`config.mk`:
```
export PLATFORM = sky130hd
export DESIGN_NAME = serial_subtractor_flat
export DESIGN_NICKNAME = d
export VERILOG_FILES = /design/src/rtl/serial_subtractor_if.sv /design/src/rtl/serial_subtractor.sv /design/src/flat_wrapper.sv
export SDC_FILE = /design/constraint.sdc
export NUM_CORES = 1
export LEC_CHECK = 0
export CORE_ASPECT_RATIO = 2
export CORE_UTILIZATION = 50
export CTS_BUF_LIST = sky130_fd_sc_hd__clkbuf_4 sky130_fd_sc_hd__clkbuf_8 sky130_fd_sc_hd__clkbuf_16
export DETAILED_ROUTE_END_ITERATION = 7
export DONT_BUFFER_PORTS = 1
export SLEW_MARGIN = 10
export SYNTH_ARGS = -nofsm -noshare
export SYNTH_HDL_FRONTEND = slang
export SYNTH_SLANG_ARGS = --single-unit
export TNS_END_PERCENT = 5
```
`constraint.sdc`:
```
create_clock -name clk_i -period 2.2 [get_ports clk_i]
set_input_delay 0.44 -clock clk_i [delete_from_list [all_inputs] [get_ports clk_i]]
set_output_delay 0.44 -clock clk_i [all_outputs]
set_load 0.03 [all_outputs]
```
`src/rtl/serial_subtractor_if.sv`:
```
// Start/ready/done handshake and operand/result bus for serial_subtractor.
interface serial_subtractor_if #(
  parameter int WIDTH = 8
);
  logic             start;
  logic [WIDTH-1:0] a;
  logic [WIDTH-1:0] b;
  logic             ready;
  logic             busy;
  logic             done;
  logic [WIDTH-1:0] diff;
  logic             borrow;

  modport master (
    output start, a, b,
    input  ready, busy, done, diff, borrow
  );

  modport slave (
    input  start, a, b,
    output ready, busy, done, diff, borrow
  );
endinterface

```
`src/rtl/serial_subtractor.sv`:
```
// Bit-serial a - b, LSB first, one full-subtractor cell and a registered borrow.
// Optional SERIAL_SUBTRACTOR_SAT_EN: underflowing results are floored to zero.
//
// state | meaning
// IDLE  | ready for a new operation; start loads the operands
// RUN   | one difference bit per cycle, WIDTH cycles
// DONE  | one-cycle done pulse; diff/borrow just updated
module serial_subtractor #(
  parameter int WIDTH = 8
) (
  input  logic              clk_i,
  input  logic              rst_i,
  serial_subtractor_if.slave bus_io
);

  localparam int CNT_W = $clog2(WIDTH);

  typedef enum logic [1:0] {
    IDLE = 2'd0,
    RUN  = 2'd1,
    DONE = 2'd2
  } state_t;

  state_t           state_q;
  logic [WIDTH-1:0] a_q;
  logic [WIDTH-1:0] b_q;
  logic [WIDTH-1:0] res_q;
  logic [WIDTH-1:0] diff_q;
  logic [CNT_W-1:0] cnt_q;
  logic             br_q;
  logic             borrow_q;
  logic             ready_q;
  logic             busy_q;
  logic             done_q;

  logic             d_bit;
  logic             br_d;
  logic [WIDTH-1:0] res_d;
  logic [WIDTH-1:0] diff_d;
  logic             last_bit;

  always_comb begin
    d_bit    = a_q[0] ^ b_q[0] ^ br_q;
    br_d     = (~a_q[0] & b_q[0]) | (~(a_q[0] ^ b_q[0]) & br_q);
    res_d    = {d_bit, res_q[WIDTH-1:1]};
    last_bit = (cnt_q == CNT_W'(WIDTH - 1));
`ifdef SERIAL_SUBTRACTOR_SAT_EN
    diff_d   = br_d ? '0 : res_d;
`else
    diff_d   = res_d;
`endif
  end

  always_ff @(posedge clk_i) begin
    if (rst_i) begin
      state_q  <= IDLE;
      a_q      <= '0;
      b_q      <= '0;
      res_q    <= '0;
      diff_q   <= '0;
      cnt_q    <= '0;
      br_q     <= 1'b0;
      borrow_q <= 1'b0;
      ready_q  <= 1'b1;
      busy_q   <= 1'b0;
      done_q   <= 1'b0;
    end else begin
      case (state_q)
        IDLE: begin
          done_q <= 1'b0;
          if (bus_io.start) begin
            a_q     <= bus_io.a;
            b_q     <= bus_io.b;
            res_q   <= '0;
            br_q    <= 1'b0;
            cnt_q   <= '0;
            state_q <= RUN;
            ready_q <= 1'b0;
            busy_q  <= 1'b1;
          end
        end
        RUN: begin
          br_q  <= br_d;
          res_q <= res_d;
          a_q   <= a_q >> 1;
          b_q   <= b_q >> 1;
          cnt_q <= cnt_q + CNT_W'(1);
          // Result registers only move on the final bit so they hold across a later RUN
          if (last_bit) begin
            diff_q   <= diff_d;
            borrow_q <= br_d;
            state_q  <= DONE;
            busy_q   <= 1'b0;
            done_q   <= 1'b1;
          end
        end
        DONE: begin
          done_q  <= 1'b0;
          ready_q <= 1'b1;
          state_q <= IDLE;
        end
        default: begin
          state_q <= IDLE;
          ready_q <= 1'b1;
          busy_q  <= 1'b0;
          done_q  <= 1'b0;
        end
      endcase
    end
  end

  assign bus_io.ready  = ready_q;
  assign bus_io.busy   = busy_q;
  assign bus_io.done   = done_q;
  assign bus_io.diff   = diff_q;
  assign bus_io.borrow = borrow_q;

endmodule

```
`src/flat_wrapper.sv`:
```
// flat-port wrapper written by rule: the top's interface ports become plain ports
module serial_subtractor_flat 
#(
  parameter int WIDTH = 8
)
  (clk_i, rst_i, bus_io_start, bus_io_a, bus_io_b, bus_io_ready, bus_io_busy, bus_io_done, bus_io_diff, bus_io_borrow);
  serial_subtractor_if #(.WIDTH(WIDTH)) bus_io_i ();
  input  logic clk_i;
  input  logic rst_i;
  input wire logic [$bits(bus_io_i.start)-1:0] bus_io_start;
  input wire logic [$bits(bus_io_i.a)-1:0] bus_io_a;
  input wire logic [$bits(bus_io_i.b)-1:0] bus_io_b;
  output wire logic [$bits(bus_io_i.ready)-1:0] bus_io_ready;
  output wire logic [$bits(bus_io_i.busy)-1:0] bus_io_busy;
  output wire logic [$bits(bus_io_i.done)-1:0] bus_io_done;
  output wire logic [$bits(bus_io_i.diff)-1:0] bus_io_diff;
  output wire logic [$bits(bus_io_i.borrow)-1:0] bus_io_borrow;
  assign bus_io_i.start = bus_io_start;
  assign bus_io_i.a = bus_io_a;
  assign bus_io_i.b = bus_io_b;
  assign bus_io_ready = bus_io_i.ready;
  assign bus_io_busy = bus_io_i.busy;
  assign bus_io_done = bus_io_i.done;
  assign bus_io_diff = bus_io_i.diff;
  assign bus_io_borrow = bus_io_i.borrow;
  serial_subtractor #(.WIDTH(WIDTH)) u_core (.clk_i(clk_i), .rst_i(rst_i), .bus_io(bus_io_i));
endmodule
```
==> impl_summary.md <==
Route
The first TritonRoute pass finished after 4 iterations. Using the TritonRoute via totals, the vias-per-cell ratio works out to 5.76. The DRC violation count after routing is 0.

In the final routed layout, each cell accounts on average for 14.1 microns. The detailed router finished its first iteration with 19 violations. The final route contains 1163 vias. The total length of routed wires is 2.85 mm. The post-route antenna net violation count is 0.

Run
Across the run, the number of max-cap violations was 0.

Synthesis
The number of flip-flops and latches in the synthesized netlist is 41. After synthesis, the cell types taking the most area are dfxtp_1, mux2i_1, a211oi_2. The commonest cells after synthesis are dfxtp_1, nor2_1, nand2_1, mux2i_1. The fraction of registers with async set or reset after synthesis is 0%. The number of nets handed over by synthesis was 196. Among all flip-flop cells after synthesis, the most frequent one is dfxtp_1. Summed over all instances, the cell type with the most area after synthesis is dfxtp_1. During synthesis, Yosys emitted a total of 0 warnings.

The mean instance size in the synthesized netlist is 9.75 sq um. The fraction of synthesized cell area in xor and xnor cells is 0%. Synthesis produced a netlist whose cell count is 174. In the synthesized netlist, mux cells make up 8.26% of the area. Summed over its instances, the top area cell type makes up 48.4% of the synthesized netlist area. The most frequently used cell type in the post-synthesis netlist is dfxtp_1. The mapped netlist covers 1700 sq um. The simple-gate portion of the synthesized area is 15.5%. The sequential cell area fraction in the yosys report is 48.4%.

The count of unique library cells instantiated by Yosys is 29. The adder-cell area share of the yosys netlist is 2.65%. The main combinational cell family by area after synthesis is compound AO/OA/AOI/OAI gates. The count of flip-flops with a built-in enable after synthesis is 0. Summing the areas of all compound-gate instances in the mapped netlist gives 20.2% of the synthesized area.

Clocking
The hold buffer count at cts is 0. After clock tree synthesis, the clock-pin slew on the worst setup and hold paths is 0.07 ns. The later-pin clock latency in the skew report is 0.28 ns. Clock tree synthesis selected as its root buffer the cell clkbuf_8. The post-cts sizing count is 0.

The clock tree from TritonCTS is done. In this run, CTS created clock tree buffers numbering 5. The maximum root-to-sink buffer count is 2.

In this run the number of H-tree levels came out at 2. The number of clock sinks seen by CTS is 41. Buffers added to address setup during post-CTS repair amount to 0.

Setup path
The startpoint type of the worst setup path is a register. The critical path data required time is 2.40 ns. The capturing element type of the critical path is a register. The top cell family by delay on the critical path is simple AND/OR/NAND/NOR gates. The delay of the slowest cell on the worst path is 0.38 ns. The critical path goes through ha_1, ha_1, and3b_1, nor2_1, a211oi_1.

The category of the critical setup timing path is reg2reg. Counting cells, the worst reg-to-reg path comes to 5. The maximum fanout count along the critical path is 10. The critical path runs through a total of 5 cells. The critical path contains buffers and inverters numbering 0 combined. The critical path arrival is 1.68 ns. The highest-delay cell along the critical path is and3b_1. The most common cell type on the critical path is ha_1.

Finish
The net count of the finished layout is 193. The area growth from synthesis to final layout is 3.91%. The finished cells cover 1760 sq um. The fraction of final layout cells sized beyond drive strength 1 is 11.7%. The core occupancy in the finished layout is 55.2%. The final cell count without fillers is 202. The repair_antennas step left the layout with diodes totalling 0.

Floorplan
The total I/O pin count is 31. The area of the die is 3640 sq um. Measured along the y axis, the die boundary spans 84.4 microns. The number of placement rows is 29. The core region area is 3190 sq um. The initial core utilization is 53.1%. The floorplan step set the die width to 43.2 microns.

STA
The minimum hold slack is 0.214 ns. The part of the cycle the worst path needs is 67.0%. The worst-case headroom to the max-slew limit is 71.4%. At the pin with the least slew margin, the transition time is 0.428 ns. Derived from the worst setup path, the maximum achievable clock frequency is 678 MHz. The final-report max-slew violation count is 0.

Setup repair after global routing left no endpoint under its margin. The clock skew is 0.00475 ns. The total negative setup slack is 0 ns.

After layout, the minimum clock period comes to 1.47 ns. The number of failing hold endpoints at the final stage is 0. Setup violations remaining at the end of the flow were counted as 0. The post-layout worst setup margin is 0.725 ns.

Power
The leakage power total is 0.652 nW. The peak supply drop is 441 uV. The overall power after layout is 1.44 mW. Dividing total power by cell area gives a power density of 814 nW/um^2.

Min path
The path class of the tightest hold or removal check is in2reg. The count of cells along the worst hold path is 1.

Placement
The placed wire-length estimate after detailed placement is 2.05 mm. Once placement completed, the tool counted placed cells totaling 195. Input and output buffers added on the ports amount to 0. Routability-driven placement finished with a final weighted congestion of 0.751. Summing all placed instances gives a cell area of 1670 sq um. Timing analysis after detailed placement gives a worst setup slack of 0.736 ns.

Global route
After global routing the overflow that remains totals 0. Entering global routing, the biggest net connects 40 pins. The wire length of the first global-routing pass is 4.91 mm. The number of global-route vias before repair is 1150. The initial antenna violation count came to 0. Across every metal layer, demand over resource in global routing totals 17.2%.

Run status
The flow ran to the end, and the final reports show no timing, DRC or antenna violations.
[path summary, 6_finish.rpt]
check                  startpoint                    end  slack [ns]
hold reg to reg   u_core.res_q[1]  u_core.bus_io.diff[0]        0.46
setup / recovery  u_core.cnt_q[0]   u_core.bus_io.borrow        0.73
hold / removal              rst_i          u_core.b_q[4]        0.21
setup reg to reg  u_core.cnt_q[0]   u_core.bus_io.borrow        0.73
[cell families after synthesis]
| logic type | Yosys count |
|---|---|
| simple gates | 60 |
| flops | 41 |
| fa+ha+maj | 3 |
| compound gates | 42 |
| buf+inv | 14 |
| mux | 14 |
[layout by cell type, fill, tap and decap left out]
master,n
clkbuf_4,1
a22oi_1,9
a21boi_0,1
nor3_1,1
and3b_1,1
nor2b_1,1
nand3b_1,4
buf_4,2
inv_1,2
o21bai_2,1
a211oi_1,6
mux2i_1,14
ha_1,2
and3_1,1
a2bb2oi_1,1
o31ai_1,1
fa_1,1
nand2_1,18
o21ai_0,2
clkbuf_8,6
nand2b_1,3
and2b_1,1
a211oi_2,10
a21oi_1,10
dfxtp_1,41
nor2_1,30
o21ba_1,1
[state kept, by name (all words and copies together), names as in the netlist]
signal and count:
u_core.res_q 7, u_core.bus_io.done 1, u_core.bus_io.borrow 1, u_core.bus_io.diff 8
u_core.b_q 8, u_core.bus_io.ready 1, u_core.a_q 8, u_core.cnt_q 3
u_core.br_q 1, u_core.bus_io.busy 1, u_core.state_q 2
[area by class of cell]
type	instances	area, sq um
Timing Repair Buffer	2	15.0
Tap cell	31	38.8
Inverter	2	7.51
Clock buffer	7	90.1
Multi-Input combinational cell	119	791
Fill cell	307	1430
Sequential cell	41	821
[layer usage]
metal	global-route usage [%]	vias up	wire (microns)
met5	0	-	0
met4	7.44	0	42
met3	4.52	5	105
met2	30.7	23	1570
met1	18.0	536	1130
li1	-	599	-
[where the power goes]
group | total [mW] | switching (mW) | internal (mW) | leakage [nW]
clock | 0.491 | 0.230 | 0.261 | 0.0477
sequential | 0.810 | 0.0313 | 0.779 | 0.335
combinational | 0.134 | 0.0719 | 0.0622 | 0.268
total | 1.44 | 0.333 | 1.10 | 0.652
[worst reg2reg max path, stage by stage, from the launching register on]
cell,delay (ns)
dfxtp_1,0.36
ha_1,0.16
ha_1,0.23
and3b_1,0.38
nor2_1,0.07
a211oi_1,0.20
Note: power is estimated with default switching activity, not from simulation.
